===== config.mk =====
export PLATFORM = sky130hd
export DESIGN_NAME = w_r16_wr_arbiter
export DESIGN_NICKNAME = d
export VERILOG_FILES = /design/src/rtl/w_R16_arb_pkg.sv /design/src/rtl/w_R16_rr_pick.sv /design/src/rtl/w_r16_wr_arbiter.sv
export SDC_FILE = /design/constraint.sdc
export NUM_CORES = 1
export LEC_CHECK = 0
export CAP_MARGIN = 20
export CORE_MARGIN = 1.5
export CORE_UTILIZATION = 49
export DETAILED_ROUTE_END_ITERATION = 7
export PLACE_DENSITY = 0.85
export SYNTH_ARGS = -nofsm -noshare
export SYNTH_HDL_FRONTEND = slang
export SYNTH_SLANG_ARGS = --single-unit

===== constraint.sdc =====
create_clock -name clk -period 8.05 [get_ports clk]
set_input_delay 1.2075 -clock clk [delete_from_list [all_inputs] [get_ports clk]]
set_output_delay 1.2075 -clock clk [all_outputs]
set_load 0.01 [all_outputs]

===== src/rtl/w_R16_arb_pkg.sv =====
// Shared types and sizes for the 16-requester SRAM write arbiter.
// Latency: n/a (declarations only).
// Backpressure: n/a.
package w_R16_arb_pkg;

    localparam int NUM_REQ = 16;  // downstream write mux is 16:1
    localparam int SEL_W   = 4;
    localparam int LEN_W   = 4;   // field holds beats-1, so bursts are 1..16 beats

    typedef enum logic {
        IDLE  = 1'b0,
        BURST = 1'b1
    } arb_state_t;

    typedef logic [SEL_W-1:0] sel_t;
    typedef logic [LEN_W-1:0] len_t;

endpackage


===== src/rtl/w_R16_rr_pick.sv =====
// Round-robin pick: first set request at or after start, wrapping 15 -> 0.
// Latency: purely combinational.
// Backpressure: none; valid is simply |req.
module w_R16_rr_pick
    import w_R16_arb_pkg::*;
(
    input  logic [NUM_REQ-1:0] req,
    input  sel_t               start,
    output logic               valid,
    output sel_t               idx
);

    logic [2*NUM_REQ-1:0] req_dbl;
    logic [NUM_REQ-1:0]   req_rot;
    sel_t                 enc;

    // Rotate so that requester 'start' lands at bit 0.
    assign req_dbl = {req, req};
    assign req_rot = req_dbl[start +: NUM_REQ];
    assign valid   = |req;

    // Priority-encode the rotated vector: lowest set bit wins.
    always_comb begin
        enc = '0;
        for (int i = NUM_REQ - 1; i >= 0; i--) begin
            if (req_rot[i]) begin
                enc = sel_t'(i);
            end
        end
    end

    // Un-rotate; the 4-bit add wraps modulo 16.
    assign idx = enc + start;

endmodule


===== src/rtl/w_r16_wr_arbiter.sv =====
// Round-robin burst write scheduler for one SRAM bank port shared by 16 requesters.
// Latency: req seen at edge N -> first grant beat in the cycle after edge N; zero-bubble handoff.
// Backpressure: stall blocks arbitration and beat issue, bursts hold position; flush aborts to IDLE.
module w_r16_wr_arbiter
    import w_R16_arb_pkg::*;
(
    input  logic                     clk,
    input  logic                     rst,
    input  logic [NUM_REQ-1:0]       req,
    input  logic [NUM_REQ*LEN_W-1:0] req_len,
    input  logic                     stall,
    input  logic                     flush,
    output logic [SEL_W-1:0]         sel_out,
    output logic                     w_enable_out,
    output logic [NUM_REQ-1:0]       gnt,
    output logic                     last_beat,
    output logic                     busy
);

    arb_state_t state_q, state_d;
    sel_t       owner_q, owner_d;
    sel_t       ptr_q,   ptr_d;
    len_t       cnt_q,   cnt_d;

    sel_t       pick_start;
    logic       pick_vld;
    sel_t       pick_idx;
    len_t       pick_len;
    logic       beat;

    // One picker serves both paths: from ptr in IDLE, from owner+1 on release.
    assign pick_start = (state_q == BURST) ? sel_t'(owner_q + 4'd1) : ptr_q;

    w_R16_rr_pick u_pick (
        .req   (req),
        .start (pick_start),
        .valid (pick_vld),
        .idx   (pick_idx)
    );

    assign pick_len = req_len[{pick_idx, 2'b00} +: LEN_W];

    // Output decode straight from the registers and stall.
    assign beat         = (state_q == BURST) && !stall;
    assign w_enable_out = beat;
    assign sel_out      = owner_q;
    assign gnt          = beat ? (NUM_REQ'(1) << owner_q) : '0;
    assign last_beat    = beat && (cnt_q == '0);
    assign busy         = (state_q == BURST);

    // Next-state: flush beats everything, then arbitration / beat counting.
    always_comb begin
        state_d = state_q;
        owner_d = owner_q;
        ptr_d   = ptr_q;
        cnt_d   = cnt_q;
        if (flush) begin
            state_d = IDLE;
            cnt_d   = '0;
        end else if (state_q == IDLE) begin
            if (pick_vld && !stall) begin
                owner_d = pick_idx;
                cnt_d   = pick_len;
                state_d = BURST;
            end
        end else if (beat) begin
            if (cnt_q != '0) begin
                cnt_d = cnt_q - 4'd1;
            end else begin
                // Release: the current owner's req still competes, but last in line.
                ptr_d = sel_t'(owner_q + 4'd1);
                if (pick_vld) begin
                    owner_d = pick_idx;
                    cnt_d   = pick_len;
                end else begin
                    state_d = IDLE;
                end
            end
        end
    end

    // State registers with asynchronous reset; remaining beats are dropped.
    always_ff @(posedge clk or posedge rst) begin
        if (rst) begin
            state_q <= IDLE;
            owner_q <= '0;
            ptr_q   <= '0;
            cnt_q   <= '0;
        end else begin
            state_q <= state_d;
            owner_q <= owner_d;
            ptr_q   <= ptr_d;
            cnt_q   <= cnt_d;
        end
    end

endmodule


== Word-level counts from Yosys, hierarchy flattened ==
Cells that the tools add are included.

* Output and inout bits: 23
* Flip-flop bits (word level): 13
* Input bits: 84
* Logic and storage cells: 64

* Reduce and logical (&&, ||, !) cells: 12
* Bitwise logic cells: 2
* Mux-type cells: 35
* Shifts and indexed selects: 3
* Add/subtract/negate cells: 3
* Equality and inequality tests: 5

{| class="wikitable"
|+ Operator list
! operator !! count
|-
| $mux 4 || 28
|-
| $shiftx 64x7->4 || 1
|-
| $shiftx 32x5->16 || 1
|-
| $mux 16 || 1
|-
| $reduce_or 16->1 || 1
|-
| $shl 1x4->16 const A || 1
|-
| $mux 1 || 6
|-
| $reduce_and 5->1 || 1
|-
| $add 4x1->4 const B || 1
|-
| $add 4x4->4 || 1
|-
| $logic_not 4->1 || 1
|-
| $ne 2x1->1 const B || 2
|-
| $ne 4x2->1 const B || 1
|-
| $reduce_and 4->1 || 1
|-
| $reduce_bool 4->1 || 1
|-
| $sub 4x1->4 const B || 1
|-
| $logic_and 1x1->1 || 3
|-
| $ne 3x2->1 const B || 1
|-
| $reduce_and 3->1 || 1
|-
| $reduce_bool 3->1 || 1
|-
| $ne 2x2->1 const B || 1
|-
| $not 1->1 || 2
|-
| $reduce_bool 2->1 || 1
|-
| $logic_not 1->1 || 1
|}

== Longest topological paths before layout ==
Gate-level depths: netlist of run 1.

* Depth in word-level cells: 26
* Gate-level depth with buffers: 23
* Gate-level depth less buffers: 22

== Cells and area by module ==
Synthesis of run 1 repeated with hierarchy kept, for this count alone.

* Cells, all modules: 242
* Area, all modules: 2,607.5 µm²

{| class="wikitable"
|+ By module, submodules not included
! module !! area an instance (µm²) !! times used !! seq. area each (µm²) !! cells each
|-
| w_r16_wr_arbiter || 1,426.4 || 1 || 325.3 || 143
|-
| w_R16_rr_pick || 1,181.1 || 1 || 0.0 || 99
|}

== Least setup slack after synthesis of run 1 ==
No wires, ideal clock.

* Kind: flip-flop to flip-flop
* Start point: reg owner_q[2], in the netlist sel_out[2]
* End point: reg cnt_q[2]
* Data arrival time: 5.393 ns
* Stages on the path, launching flop included: 20
* Clock period less this slack: 5.511 ns
* Setup slack: 2.539 ns
* Library setup time: 0.118 ns
* Path buffers: 4
* Data required time: 7.932 ns
* Cells stage by stage: dfrtp_1 -> clkbuf_1 -> inv_1 -> ha_1 -> a21oi_4 -> buf_6 -> mux4_2 -> mux2i_1 -> nand2b_1 -> a21bo_2 -> a21bo_2 -> a31oi_1 -> a31oi_1 -> o21ai_0 -> ha_1 -> clkbuf_1 -> buf_1 -> mux4_2 -> mux4_2 -> a21o_1

* Word-level cells in the longest chain between the ends: 26
* Elaborated cells on any way between the ends: 27
* Classes of those cells: 2 x add/sub; 2 x shift; 23 x mux

{| class="wikitable"
|+ RTL lines
! item !! RTL line !! source
|-
| from (decl) || w_r16_wr_arbiter.sv:21 || <nowiki>sel_t owner_q, owner_d;</nowiki>
|-
| from (signal assigned) || w_r16_wr_arbiter.sv:91 || <nowiki>owner_q <= owner_d;</nowiki>
|-
| $add 4x1->4 * || w_r16_wr_arbiter.sv:32 || <nowiki>assign pick_start = (state_q == BURST) ? sel_t'(owner_q + 4'd1) : ptr_q;</nowiki>
|-
| $mux 4 * || w_r16_wr_arbiter.sv:32 ||
|-
| $shiftx 32x5->16 * || w_R16_rr_pick.sv:19 || <nowiki>assign req_rot = req_dbl[start +: NUM_REQ];</nowiki>
|-
| $mux 4 (15 in a row) || w_R16_rr_pick.sv:26 || <nowiki>if (req_rot[i]) begin</nowiki>
|-
| $mux 4 * || w_R16_rr_pick.sv:26 ||
|-
| $add 4x4->4 * || w_R16_rr_pick.sv:33 || <nowiki>assign idx = enc + start;</nowiki>
|-
| named net pick_idx[0] || w_r16_wr_arbiter.sv:27 || <nowiki>sel_t pick_idx;</nowiki>
|-
| $shiftx 64x7->4 * || w_r16_wr_arbiter.sv:41 || <nowiki>assign pick_len = req_len[{pick_idx, 2'b00} +: LEN_W];</nowiki>
|-
| $mux 4 || w_r16_wr_arbiter.sv:72 || <nowiki>if (pick_vld) begin</nowiki>
|-
| $mux 4 || w_r16_wr_arbiter.sv:67 || <nowiki>if (cnt_q != '0) begin</nowiki>
|-
| $mux 4 || w_r16_wr_arbiter.sv:66 || <nowiki>end else if (beat) begin</nowiki>
|-
| $mux 4 * || w_r16_wr_arbiter.sv:60 || <nowiki>end else if (state_q == IDLE) begin</nowiki>
|-
| $mux 4 * || w_r16_wr_arbiter.sv:57 || <nowiki>if (flush) begin</nowiki>
|-
| to (signal assigned) || w_r16_wr_arbiter.sv:93 || <nowiki>cnt_q <= cnt_d;</nowiki>
|-
| to (decl) || w_r16_wr_arbiter.sv:23 || <nowiki>len_t cnt_q, cnt_d;</nowiki>
|}

The timed path passes the listed nets; every way through them passes the cells marked *. The select of a mux whose other input is x is not followed.
A chain may end at the register's enable or synchronous reset.

== Worst setup path after layout of run 1 ==
* Start point: reg state_q, in the netlist busy
* End point: reg cnt_q[0]

* Word-level cells in the longest chain between the ends: 25
* Elaborated cells on any way between the ends: 31
* Classes of those cells: 1 x add/sub; 2 x eq/ne; 2 x shift; 23 x mux; 3 x reduce/logical

{| class="wikitable"
|+ RTL lines
! item !! RTL line !! source
|-
| from (decl) || w_r16_wr_arbiter.sv:20 || <nowiki>arb_state_t state_q, state_d;</nowiki>
|-
| from (signal assigned) || w_r16_wr_arbiter.sv:90 || <nowiki>state_q <= state_d;</nowiki>
|-
| $mux 4 || w_r16_wr_arbiter.sv:32 ||
|-
| $shiftx 32x5->16 || w_R16_rr_pick.sv:19 ||
|-
| $mux 4 (16 in a row) || w_R16_rr_pick.sv:26 ||
|-
| $add 4x4->4 || w_R16_rr_pick.sv:33 ||
|-
| $shiftx 64x7->4 || w_r16_wr_arbiter.sv:41 ||
|-
| $mux 4 || w_r16_wr_arbiter.sv:72 ||
|-
| $mux 4 || w_r16_wr_arbiter.sv:67 ||
|-
| $mux 4 || w_r16_wr_arbiter.sv:66 ||
|-
| $mux 4 || w_r16_wr_arbiter.sv:60 ||
|-
| $mux 4 || w_r16_wr_arbiter.sv:57 ||
|}

Parallel ways exist; a longest one is shown, timed or not. The select of a mux whose other input is x is not followed.

==> metrics.txt, run 1 <==
# TYPE chip_impl_metric gauge
chip_impl_metric{name="routed_via_density",unit=""} 6.22
chip_impl_metric{name="dp_hpwl",unit="mm"} 6.42
chip_impl_info{name="whs_endpoint",value="ptr_q[0]"} 1
chip_impl_metric{name="wire_per_inst",unit="um"} 18.0
chip_impl_metric{name="power_leakage",unit="nW"} 1.47
chip_impl_info{name="min-delay-path-class",value="flip-flop to flip-flop"} 1
chip_impl_metric{name="number_of_global_route_vias_before_repair",unit=""} 2857
chip_impl_info{name="most-common-layout-cells",value="clkdlybuf4s50_1 (106), mux4_2 (37), nor2_1 (27), nand2_1 (26), mux2i_1 (22)"} 1
chip_impl_metric{name="drc",unit=""} 0
chip_impl_metric{name="cts_setup_buffers",unit=""} 0
chip_impl_metric{name="finalSetupViolations",unit=""} 0
chip_impl_metric{name="syn_avg_cell_area",unit="sq um"} 9.86
chip_impl_metric{name="hold_buffers",unit=""} 0
chip_impl_metric{name="slew_viol_final",unit=""} 0
chip_impl_info{name="reg2reg_to",value="cnt_q[0]"} 1
chip_impl_metric{name="syn-num-nets",unit=""} 370
chip_impl_metric{name="drt_pass1_iterations",unit=""} 4
chip_impl_metric{name="tritoncts_num_sinks",unit=""} 13
chip_impl_metric{name="grt_max_degree",unit=""} 18
chip_impl_metric{name="final_period_minus_worst_setup_slack",unit="ps"} 6140
chip_impl_info{name="top_usage_layer",value="met2"} 1
chip_impl_metric{name="io_pins",unit=""} 107
chip_impl_metric{name="synthCells",unit=""} 273
chip_impl_metric{name="x_dimension_of_the_die",unit="um"} 77.1
chip_impl_info{name="setup.worst_path.start",value="busy"} 1
chip_impl_metric{name="vdd_drop_max",unit="mV"} 0.450
chip_impl_metric{name="num_vias",unit=""} 2741
chip_impl_metric{name="tightestPinTransition",unit="ps"} 961
chip_impl_metric{name="synth.mux.area_fraction",unit="%"} 43.8
chip_impl_info{name="critical_path_capture_point_type",value="flip-flop"} 1
chip_impl_metric{name="h-tree-depth",unit=""} 1
chip_impl_metric{name="synthToLayoutAreaGrowth",unit="%"} 41.9
chip_impl_metric{name="global_routing_met2_resource_utilization",unit="%"} 51.1
chip_impl_metric{name="postCtsResizedCells",unit=""} 0
chip_impl_metric{name="clock_latency",unit="ps"} 240
chip_impl_metric{name="post_dp_cell_area",unit="sq mm"} 0.00377
chip_impl_metric{name="clkTransAtPathRegs",unit="ps"} 50
chip_impl_metric{name="final.setup.worst_slack",unit="ps"} 1910
chip_impl_metric{name="dp_worst_setup_slack",unit="ps"} 1960
chip_impl_metric{name="die_h",unit="um"} 77.1
chip_impl_metric{name="drt_antenna_net_count",unit=""} 0
chip_impl_metric{name="synth-compound-area-share",unit="%"} 12.6
chip_impl_metric{name="synth.distinct_cells",unit=""} 53
chip_impl_metric{name="numPlacedInstances",unit=""} 437
chip_impl_metric{name="slew-limit-headroom",unit="%"} 35.9
chip_impl_info{name="clock-root-buffer",value="clkbuf_8"} 1
chip_impl_metric{name="min_period_over_period",unit="%"} 76.2
chip_impl_metric{name="synth-seq-cells",unit=""} 13
chip_impl_metric{name="synth_xor_area_share",unit="%"} 2.65
chip_impl_info{name="synth_flop_type",value="dfrtp_1"} 1
chip_impl_metric{name="power.density",unit="mW/mm^2"} 514
chip_impl_info{name="criticalPathCategory",value="flip-flop to flip-flop"} 1
chip_impl_info{name="timing.critical_path.from_type",value="flip-flop"} 1
chip_impl_metric{name="report.final.hold_viol_count",unit=""} 0
chip_impl_metric{name="stdcell_count",unit=""} 441
chip_impl_metric{name="initial_core_util",unit="%"} 51.7
chip_impl_metric{name="drtIter0Drc",unit=""} 120
chip_impl_metric{name="fp.coreArea",unit="sq mm"} 0.00520
chip_impl_metric{name="num-nets-final",unit=""} 469
chip_impl_info{name="rr_startpoint",value="busy"} 1
chip_impl_metric{name="numPortBuffers",unit=""} 106
chip_impl_metric{name="final_layout_size_suffix_gt1_share",unit="%"} 15.9
chip_impl_metric{name="max_freq",unit="GHz"} 0.163
chip_impl_metric{name="synth_simple_gate_area_share",unit="%"} 17.8
chip_impl_metric{name="fin_skew",unit="ps"} 1.15
chip_impl_metric{name="row_count",unit=""} 26
chip_impl_metric{name="grt_pass1_wl",unit="mm"} 13.1
chip_impl_metric{name="finalWirelength",unit="mm"} 7.96
chip_impl_metric{name="global_placement_routability_congestion",unit=""} 0.895
chip_impl_metric{name="max_cap_violations",unit=""} 0
chip_impl_metric{name="critPathRequiredTime",unit="ps"} 8220
chip_impl_info{name="hold_sp",value="ptr_q[0]"} 1
chip_impl_metric{name="worstPathArrival",unit="ps"} 6310
chip_impl_metric{name="cts_max_path_buffers",unit=""} 2
chip_impl_metric{name="seq_area_frac_synth",unit="%"} 12.1
chip_impl_metric{name="crit_path_max_fanout",unit=""} 17
chip_impl_info{name="run_status",value="completed"} 1
chip_impl_metric{name="setup_total_negative_slack",unit="ps"} 0
chip_impl_metric{name="grt_use_total",unit="%"} 27.2
chip_impl_metric{name="final_antenna_diode_count",unit=""} 0
chip_impl_metric{name="total_die_area",unit="sq mm"} 0.00595
chip_impl_metric{name="tritoncts_buffer_count",unit=""} 3
chip_impl_info{name="synth_top_family_by_area",value="multiplexers"} 1
chip_impl_metric{name="post_synth_instance_area",unit="sq mm"} 0.00269
chip_impl_metric{name="fraction_of_registers_with_async_set_or_reset_after_synthesis",unit="%"} 100
chip_impl_metric{name="gr-total-overflow",unit=""} 0
chip_impl_metric{name="grtUsageMet3",unit="%"} 3.93
chip_impl_metric{name="synth_enable_flop_cells",unit=""} 0
chip_impl_metric{name="yosysWarnings",unit=""} 0
chip_impl_metric{name="grtUsageMet1",unit="%"} 31.7
chip_impl_metric{name="timing.reg2reg.setup_slack",unit="ps"} 1910
chip_impl_info{name="rsz0062_at_grt",value="false"} 1
chip_impl_info{name="cts_tree",value="done"} 1
chip_impl_info{name="layout.cells.most_common",value="clkdlybuf4s50_1"} 1
chip_impl_metric{name="grt_antenna_before_repair",unit=""} 0
chip_impl_metric{name="min_delay_path_depth",unit=""} 2
chip_impl_metric{name="synth-adder-area-share",unit="%"} 6.32
chip_impl_metric{name="fin_area",unit="sq mm"} 0.00382
chip_impl_metric{name="reg2reg_depth",unit=""} 19
## area by class of cell
type | count | area, sq um
multi-input cells | 234 | 2240
repair buffers | 107 | 1070
inverters | 13 | 48.8
flip-flops and latches | 13 | 325
well taps | 70 | 87.6
clock buffers | 4 | 45.0
fillers | 374 | 1390
## metrics by stage
stage | power (mW) | hold slack (ps) | util [%]
floorplan | 1.57 | 486 | -
global placement | 1.83 | 510 | 72.5
detailed placement | 1.90 | 525 | 72.5
CTS | 1.97 | 537 | 73.4
global route | 2.12 | 550 | 73.4
finish | 1.96 | 531 | 73.4
## worst max-delay path by stage
stage | end | slack (ps) | depth (start not counted)
after floorplan | cnt_q[2] | 2540 | 19
after global placement | cnt_q[2] | 2080 | 15
after detailed placement | cnt_q[0] | 1960 | 18
after CTS | cnt_q[0] | 1920 | 19
after global routing | cnt_q[0] | 1370 | 19
final | cnt_q[0] | 1910 | 19
## Yosys cell counts (4+ instances only)
| cell | count | area share [%] |
|---|---|---|
| and2_1 | 5 | 1.2 |
| a21o_1 | 5 | 1.4 |
| mux4_2 | 37 | 31 |
| dfrtp_1 | 13 | 12 |
| nor2_1 | 27 | 3.8 |
| nand2_1 | 26 | 3.6 |
| nor4_1 | 4 | 0.93 |
| nor3_1 | 9 | 1.7 |
| clkbuf_1 | 6 | 0.84 |
| mux2i_2 | 4 | 2.0 |
| mux2i_1 | 23 | 8.6 |
| o21ai_0 | 8 | 1.5 |
| and3_1 | 4 | 0.93 |
| nand3_1 | 17 | 3.2 |
| a21oi_1 | 11 | 2.0 |
| inv_1 | 11 | 1.5 |
| ha_1 | 12 | 5.6 |
## flip-flops by register name, summed over array words and instances (netlist names)
name / count
sel_out: 4
busy: 1
cnt_q: 4
ptr_q: 4
## power breakdown
part / total, mW / switching [mW] / internal [mW]
clock: 0.0590 / 0.0240 / 0.0350
combinational: 1.77 / 0.866 / 0.906
sequential: 0.134 / 0.0401 / 0.0936
total: 1.96 / 0.930 / 1.03
## metal layers
| metal | up-vias | part of all wire [%] |
|---|---|---|
| met5 | - | 0 |
| met3 | 15 | 6.3 |
| met1 | 1343 | 38 |
| met2 | 125 | 53 |
| met4 | 0 | 1.9 |
| li1 | 1258 | - |
## logic make-up after synthesis
logic type	Yosys count
flops	13
buf+inv	26
xor+xnor	6
compound gates	45
mux	68
fa+ha+maj	13
simple gates	102
## worst max-delay path, cell delays in order (launching register included)
cell,delay (ps)
dfrtp_1,650
mux2i_2,710
buf_4,350
mux4_2,520
mux2i_1,360
nand2b_1,110
a21bo_2,220
a21bo_2,210
a31oi_1,160
a31oi_1,100
o21ai_0,220
ha_1,210
inv_1,60
fa_1,1060
mux4_2,340
mux2i_1,80
nand2_1,110
mux2i_1,70
a2111o_1,370
a21oi_1,130
No activity file was read; power rests on OpenSTA's default activity.
==> run 2: changes to the inputs <==
--- a/config.mk
+++ b/config.mk
@@ -7,9 +7,9 @@
 export LEC_CHECK = 0
 export CAP_MARGIN = 20
 export CORE_MARGIN = 1.5
-export CORE_UTILIZATION = 49
+export CORE_UTILIZATION = 45
 export DETAILED_ROUTE_END_ITERATION = 7
-export PLACE_DENSITY = 0.85
+export PLACE_DENSITY = 0.79
 export SYNTH_ARGS = -nofsm -noshare
 export SYNTH_HDL_FRONTEND = slang
 export SYNTH_SLANG_ARGS = --single-unit
==> constraint.sdc (replaced) <==
create_clock -name clk -period 5.7 [get_ports clk]
set_input_delay 0.855 -clock clk [delete_from_list [all_inputs] [get_ports clk]]
set_output_delay 0.855 -clock clk [all_outputs]
set_load 0.01 [all_outputs]
==> run 2 against run 1 <==
Net effect:
- die area up 8.5%
- maximum frequency up 15%
- routed wire length down 3.0%
- global-route usage down 2.4 points
- register-to-register slack worse by 1500 ps
- sequential share of layout area down 0.11 points
- via count down 1.1%
- critical endpoint is now cnt_q[2]
- largest cell class unchanged
==> metrics.txt, run 2 (synthesis gave the netlist of run 1 again) <==
# TYPE chip_impl_metric gauge
chip_impl_info{name="run_status",value="completed"} 1
chip_impl_metric{name="worst_path_largest_cell_delay",unit="ps"} 540
chip_impl_metric{name="row_count",unit=""} 27
chip_impl_metric{name="reg2reg_depth",unit=""} 18
chip_impl_metric{name="power.density",unit="mW/mm^2"} 724
chip_impl_metric{name="grt_antenna_before_repair",unit=""} 0
chip_impl_metric{name="drc",unit=""} 0
chip_impl_metric{name="wire_per_inst",unit="um"} 17.2
chip_impl_metric{name="report.final.hold_viol_count",unit=""} 0
chip_impl_metric{name="final.setup.worst_slack",unit="ps"} 373
chip_impl_metric{name="p_int",unit="mW"} 1.51
chip_impl_info{name="rsz0062_at_grt",value="false"} 1
chip_impl_metric{name="die_h",unit="um"} 80.4
chip_impl_metric{name="dp_hpwl",unit="mm"} 6.26
chip_impl_metric{name="worstPathArrival",unit="ps"} 5460
chip_impl_info{name="min-delay-path-class",value="flip-flop to flip-flop"} 1
chip_impl_metric{name="cts_max_path_buffers",unit=""} 2
chip_impl_metric{name="final_period_minus_worst_setup_slack",unit="ps"} 5330
chip_impl_metric{name="vdd_drop_max",unit="mV"} 0.540
chip_impl_metric{name="timing.critical_path.buf_inv",unit=""} 3
chip_impl_metric{name="grt_max_degree",unit=""} 22
chip_impl_info{name="hold_sp",value="ptr_q[2]"} 1
chip_impl_metric{name="clock_latency",unit="ps"} 240
chip_impl_metric{name="dp_worst_setup_slack",unit="ps"} 323
chip_impl_metric{name="drt_antenna_net_count",unit=""} 0
chip_impl_metric{name="slew-limit-headroom",unit="%"} 53.9
chip_impl_info{name="crit_path_cells",value="ha_1 -> ha_1 -> a21oi_4 -> buf_4 -> mux4_1 -> mux2i_1 -> a21bo_2 -> a21bo_2 -> a31oi_1 -> a31oi_1 -> o21ai_0 -> ha_1 -> inv_1 -> fa_1 -> buf_4 -> mux4_2 -> mux4_2 -> a21o_1"} 1
chip_impl_metric{name="tritoncts_num_sinks",unit=""} 13
chip_impl_info{name="criticalPathCategory",value="flip-flop to flip-flop"} 1
chip_impl_metric{name="grt_pass1_wl",unit="mm"} 12.6
chip_impl_metric{name="critPathRequiredTime",unit="ps"} 5830
chip_impl_metric{name="gr-total-overflow",unit=""} 0
chip_impl_metric{name="clkTransAtPathRegs",unit="ps"} 50
chip_impl_metric{name="num-nets-final",unit=""} 475
chip_impl_metric{name="comb_power_share",unit="%"} 90.8
chip_impl_metric{name="initial_core_util",unit="%"} 47.7
chip_impl_metric{name="tritoncts_buffer_count",unit=""} 3
chip_impl_metric{name="slew_viol_final",unit=""} 0
chip_impl_metric{name="h-tree-depth",unit=""} 1
chip_impl_metric{name="io_pins",unit=""} 107
chip_impl_metric{name="crit_path_max_fanout",unit=""} 17
chip_impl_metric{name="power_leakage",unit="nW"} 1.50
chip_impl_metric{name="fp.coreArea",unit="sq mm"} 0.00564
chip_impl_metric{name="power.switching_fraction",unit="%"} 46.2
chip_impl_info{name="clock-root-buffer",value="clkbuf_8"} 1
chip_impl_metric{name="fin_area",unit="sq mm"} 0.00387
chip_impl_metric{name="min_period_over_period",unit="%"} 93.4
chip_impl_metric{name="switching_power",unit="mW"} 1.30
chip_impl_metric{name="grt_use_total",unit="%"} 24.8
chip_impl_info{name="timing.critical_path.from_type",value="flip-flop"} 1
chip_impl_metric{name="post_dp_cell_area",unit="sq mm"} 0.00382
chip_impl_metric{name="hold_buffers",unit=""} 0
chip_impl_metric{name="total_die_area",unit="sq mm"} 0.00646
chip_impl_metric{name="power.clock.fraction",unit="%"} 2.9
chip_impl_metric{name="routed_via_density",unit=""} 6.04
chip_impl_metric{name="fin_skew",unit="ps"} 2.42
chip_impl_metric{name="final_antenna_diode_count",unit=""} 0
chip_impl_metric{name="number_of_global_route_vias_before_repair",unit=""} 2768
chip_impl_metric{name="numPlacedInstances",unit=""} 445
chip_impl_info{name="layout.cells.most_common",value="clkdlybuf4s50_1"} 1
chip_impl_info{name="reg2reg_to",value="cnt_q[2]"} 1
chip_impl_info{name="cpLargestDelayFamily",value="multiplexers"} 1
chip_impl_metric{name="fin_worst_hold_slack",unit="ps"} 528
chip_impl_info{name="cts_tree",value="done"} 1
chip_impl_metric{name="min_delay_path_depth",unit=""} 2
chip_impl_metric{name="numPortBuffers",unit=""} 106
chip_impl_metric{name="tightestPinTransition",unit="ps"} 692
chip_impl_metric{name="timing.reg2reg.setup_slack",unit="ps"} 370
chip_impl_metric{name="p_seq_share",unit="%"} 6.3
chip_impl_info{name="critical_path_capture_point_type",value="flip-flop"} 1
chip_impl_metric{name="max_cap_violations",unit=""} 0
chip_impl_info{name="whs_endpoint",value="ptr_q[2]"} 1
chip_impl_metric{name="num_vias",unit=""} 2711
chip_impl_metric{name="finalSetupViolations",unit=""} 0
chip_impl_metric{name="finalWirelength",unit="mm"} 7.72
chip_impl_metric{name="stdcell_count",unit=""} 449
chip_impl_metric{name="drt_pass1_iterations",unit=""} 4
chip_impl_metric{name="synthToLayoutAreaGrowth",unit="%"} 43.8
chip_impl_info{name="timing.critical_path.slowest_stage_cell",value="fa_1"} 1
chip_impl_info{name="path_common_cell",value="ha_1"} 1
chip_impl_metric{name="final_layout_size_suffix_gt1_share",unit="%"} 17.5
chip_impl_info{name="most-common-layout-cells",value="clkdlybuf4s50_1 (106), mux4_2 (37), nor2_1 (27), nand2_1 (26), mux2i_1 (21)"} 1
chip_impl_metric{name="global_placement_routability_congestion",unit=""} 0.880
chip_impl_metric{name="drtIter0Drc",unit=""} 127
chip_impl_metric{name="x_dimension_of_the_die",unit="um"} 80.4
chip_impl_metric{name="max_freq",unit="GHz"} 0.188
chip_impl_metric{name="setup_total_negative_slack",unit="ps"} 0
chip_impl_info{name="rr_startpoint",value="sel_out[0]"} 1
run 2: metal layers:
layer	track usage, %	up-vias	routed length [um]
li1	-	1265	-
met1	30.1	1300	3140
met2	45.4	130	3990
met3	3.07	16	442
met4	7.76	0	150
met5	0	-	0
run 2: worst register-to-register path, stage by stage, from the launching register on:
cell and delay, ps:
dfrtp_1 450, ha_1 270, ha_1 350, a21oi_4 230, buf_4 250, mux4_1 370, mux2i_1 340, a21bo_2 270
a21bo_2 200, a31oi_1 160, a31oi_1 110, o21ai_0 180, ha_1 190, inv_1 70, fa_1 540, buf_4 240
mux4_2 330, mux4_2 480, a21o_1 190
run 2: layout make-up:
| cell class | instances | area [sq um] |
|---|---|---|
| inverter | 13 | 48.8 |
| timing repair buffer | 113 | 1110 |
| sequential | 13 | 325 |
| fill | 444 | 1770 |
| clock buffer | 4 | 45.0 |
| multi-input combinational | 234 | 2250 |
| tap | 72 | 90.1 |
run 2: power by group through the flow:
stage                     sequential, mW  combinational [mW]  clock (mW)
final                              0.178                2.54      0.0811
after global routing               0.183                2.77      0.0874
after global placement             0.176                2.49           0
after detailed placement           0.179                2.54           0
after CTS                          0.178                2.55      0.0827
after floorplan                    0.168                2.05           0
run 2: how the worst max path moves through the flow:
stage,startpoint,slack (ps),endpoint,depth (start not counted)
3_5_place_dp,req[8],320,cnt_q[2],15
6_report,sel_out[0],370,cnt_q[2],18
3_3_place_gp,req[13],450,cnt_q[2],16
2_1_floorplan,sel_out[2],190,cnt_q[2],19
4_1_cts,sel_out[0],330,cnt_q[2],19
5_1_grt,sel_out[0],60,cnt_q[0],22
run 2: what timing repair did:
| action | in CTS | in global routing |
|---|---|---|
| setup buffers | 0 | 0 |
| endpoints found under the setup margin | 0 | 1 |
| gates resized for setup | 0 | 1 |
run 2: through the flow:
step | util, % | total power [mW]
after floorplan | - | 2.21
after global placement | 67.8 | 2.66
after detailed placement | 67.8 | 2.71
after CTS | 68.6 | 2.82
after global routing | 68.6 | 3.04
final | 68.6 | 2.80
==> run 3: changes to the inputs <==
--- a/config.mk
+++ b/config.mk
@@ -5,11 +5,11 @@
 export SDC_FILE = /design/constraint.sdc
 export NUM_CORES = 1
 export LEC_CHECK = 0
-export CAP_MARGIN = 20
+export CAP_MARGIN = 25
 export CORE_MARGIN = 1.5
-export CORE_UTILIZATION = 45
+export CORE_UTILIZATION = 42
 export DETAILED_ROUTE_END_ITERATION = 7
-export PLACE_DENSITY = 0.79
+export PLACE_DENSITY = 0.74
 export SYNTH_ARGS = -nofsm -noshare
 export SYNTH_HDL_FRONTEND = slang
 export SYNTH_SLANG_ARGS = --single-unit
==> run 3 against run 2 <==
Net effect:
- sequential share of layout area down 0.099 points
- sequential cell count unchanged
- critical endpoint unchanged
- clock power hardly changed
==> metrics.txt, run 3 (synthesis gave the netlist of run 1 again) <==
# TYPE chip_impl_metric gauge
chip_impl_info{name="run_status",value="completed"} 1
chip_impl_metric{name="max_cap_violations",unit=""} 0
chip_impl_info{name="min-delay-path-class",value="flip-flop to flip-flop"} 1
chip_impl_metric{name="post-layout-total-power",unit="mW"} 2.84
chip_impl_metric{name="slew_viol_final",unit=""} 0
chip_impl_metric{name="drc",unit=""} 0
chip_impl_metric{name="drt_antenna_net_count",unit=""} 0
chip_impl_metric{name="h-tree-depth",unit=""} 1
chip_impl_metric{name="final.setup.worst_slack",unit="ps"} 429
chip_impl_metric{name="worstPathArrival",unit="ps"} 5400
chip_impl_metric{name="final_antenna_diode_count",unit=""} 0
chip_impl_metric{name="grt_antenna_before_repair",unit=""} 0
chip_impl_info{name="layout.cells.most_common",value="clkdlybuf4s50_1"} 1
chip_impl_metric{name="tightestPinTransition",unit="ps"} 731
chip_impl_info{name="clock-root-buffer",value="clkbuf_8"} 1
chip_impl_metric{name="finalSetupViolations",unit=""} 0
chip_impl_metric{name="grt_pass1_wl",unit="mm"} 13.1
chip_impl_metric{name="io_pins",unit=""} 107
chip_impl_metric{name="fin_skew",unit="ps"} 1.18
chip_impl_info{name="most-common-layout-cells",value="clkdlybuf4s50_1 (106), mux4_2 (37), nor2_1 (27), nand2_1 (26), mux2i_1 (21)"} 1
chip_impl_metric{name="max_freq",unit="GHz"} 0.190
chip_impl_metric{name="num-nets-final",unit=""} 479
chip_impl_metric{name="grt_use_total",unit="%"} 22.5
chip_impl_metric{name="tritoncts_buffer_count",unit=""} 3
chip_impl_metric{name="clock_latency",unit="ps"} 240
chip_impl_metric{name="final_layout_size_suffix_gt1_share",unit="%"} 18.4
chip_impl_info{name="rsz0062_at_grt",value="false"} 1
chip_impl_metric{name="drtIter0Drc",unit=""} 102
chip_impl_metric{name="num_vias",unit=""} 2704
chip_impl_metric{name="timing.reg2reg.setup_slack",unit="ps"} 430
chip_impl_metric{name="row_count",unit=""} 28
chip_impl_metric{name="x_dimension_of_the_die",unit="um"} 83.1
chip_impl_metric{name="grt_max_degree",unit=""} 22
chip_impl_info{name="timing.critical_path.from_type",value="flip-flop"} 1
chip_impl_metric{name="finalWirelength",unit="mm"} 7.80
chip_impl_metric{name="vdd_drop_max",unit="mV"} 0.579
chip_impl_metric{name="hold_buffers",unit=""} 0
chip_impl_metric{name="cts_max_path_buffers",unit=""} 2
chip_impl_metric{name="min_period_over_period",unit="%"} 92.5
chip_impl_metric{name="power_leakage",unit="nW"} 1.52
chip_impl_metric{name="numPortBuffers",unit=""} 106
chip_impl_info{name="criticalPathCategory",value="flip-flop to flip-flop"} 1
chip_impl_metric{name="report.final.hold_viol_count",unit=""} 0
chip_impl_metric{name="clkTransAtPathRegs",unit="ps"} 50
chip_impl_info{name="critical_path_capture_point_type",value="flip-flop"} 1
chip_impl_metric{name="grtUsageMet1",unit="%"} 29.1
chip_impl_metric{name="wire_per_inst",unit="um"} 17.1
chip_impl_metric{name="drt_pass1_iterations",unit=""} 4
chip_impl_metric{name="global_placement_routability_congestion",unit=""} 0.909
chip_impl_metric{name="initial_core_util",unit="%"} 44.4
chip_impl_metric{name="setup_total_negative_slack",unit="ps"} 0
chip_impl_metric{name="slew-limit-headroom",unit="%"} 50.9
chip_impl_metric{name="fp.coreArea",unit="sq mm"} 0.00606
chip_impl_metric{name="fin_worst_hold_slack",unit="ps"} 530
chip_impl_metric{name="critPathRequiredTime",unit="ps"} 5830
chip_impl_metric{name="die_h",unit="um"} 83.1
chip_impl_metric{name="global_routing_met2_resource_utilization",unit="%"} 39.9
chip_impl_info{name="top_usage_layer",value="met2"} 1
chip_impl_metric{name="synthToLayoutAreaGrowth",unit="%"} 45.5
chip_impl_metric{name="total_die_area",unit="sq mm"} 0.00690
chip_impl_metric{name="dp_worst_setup_slack",unit="ps"} 277
chip_impl_metric{name="crit_path_max_fanout",unit=""} 17
chip_impl_metric{name="final_util",unit="%"} 64.6
chip_impl_metric{name="tritoncts_num_sinks",unit=""} 13
chip_impl_metric{name="number_of_global_route_vias_before_repair",unit=""} 2823
chip_impl_metric{name="grtUsageMet3",unit="%"} 3.38
chip_impl_metric{name="power.density",unit="mW/mm^2"} 724
chip_impl_info{name="cts_tree",value="done"} 1
chip_impl_metric{name="gr-total-overflow",unit=""} 0
chip_impl_metric{name="routed_via_density",unit=""} 5.93
chip_impl_metric{name="final_period_minus_worst_setup_slack",unit="ps"} 5270
chip_impl_metric{name="dp_hpwl",unit="mm"} 6.33
run 3: cell types whose count changed in the layout (fill, tap and decap cells not counted), sizes merged:
cell / before / now
buf: 7 / 11
run 3: worst max-delay path, cell delays in order, from the launching register on:
cell and delay [ps]:
dfrtp_1 460, ha_1 280, ha_1 340, a21oi_4 150, buf_12 150, mux4_2 530, mux2i_1 300, mux2i_1 170
o211ai_1 210, nand3_1 130, a21oi_1 160, a31oi_1 50, o21ai_0 190, ha_1 190, inv_1 70, fa_1 540
buf_4 250, mux4_2 330, mux4_2 470, a21o_1 180
run 3: cell type report:
type	count	area (sq um)
clock buffers	4	45.0
multi-input cells	234	2250
flip-flops and latches	13	325
inverters	13	48.8
fillers	489	2140
well taps	75	93.8
repair buffers	117	1160
run 3: routing by layer:
layer / vias up / share of wire, %
met4: 0 / 1.1
met5: - / 0
li1: 1275 / -
met3: 8 / 7.0
met2: 115 / 52
met1: 1306 / 40
run 3: report_power, final:
part | switching [mW] | leakage [nW] | internal, mW
Clock | 0.0316 | 0.0228 | 0.0493
Sequential | 0.0435 | 0.160 | 0.132
Combinational | 1.23 | 1.34 | 1.35
run 3: worst paths after layout:
path	start	to	cells past startpoint
worst max-delay path	sel_out[0]	cnt_q[2]	19
worst min-delay path	ptr_q[1]	ptr_q[1]	1
worst max register to register	sel_out[0]	cnt_q[2]	19
worst min register to register	ptr_q[1]	ptr_q[1]	1
max in group asynchronous	rst	ptr_q[1]	2
min in group asynchronous	rst	cnt_q[3]	2
run 3: timing repair:
action / in CTS / in global routing
buffers inserted: 0 / 3
endpoints found under the hold margin: 0 / 0
endpoints found under the setup margin: 0 / 4
gates resized for setup: 0 / 1
run 3: stage by stage:
| stage | cell area [sq um] | std cells |
|---|---|---|
| floorplan | 2690 | 273 |
| global placement | 3830 | 449 |
| detailed placement | 3830 | 449 |
| CTS | 3880 | 453 |
| global route | 3920 | 456 |
| finish | 3920 | 456 |
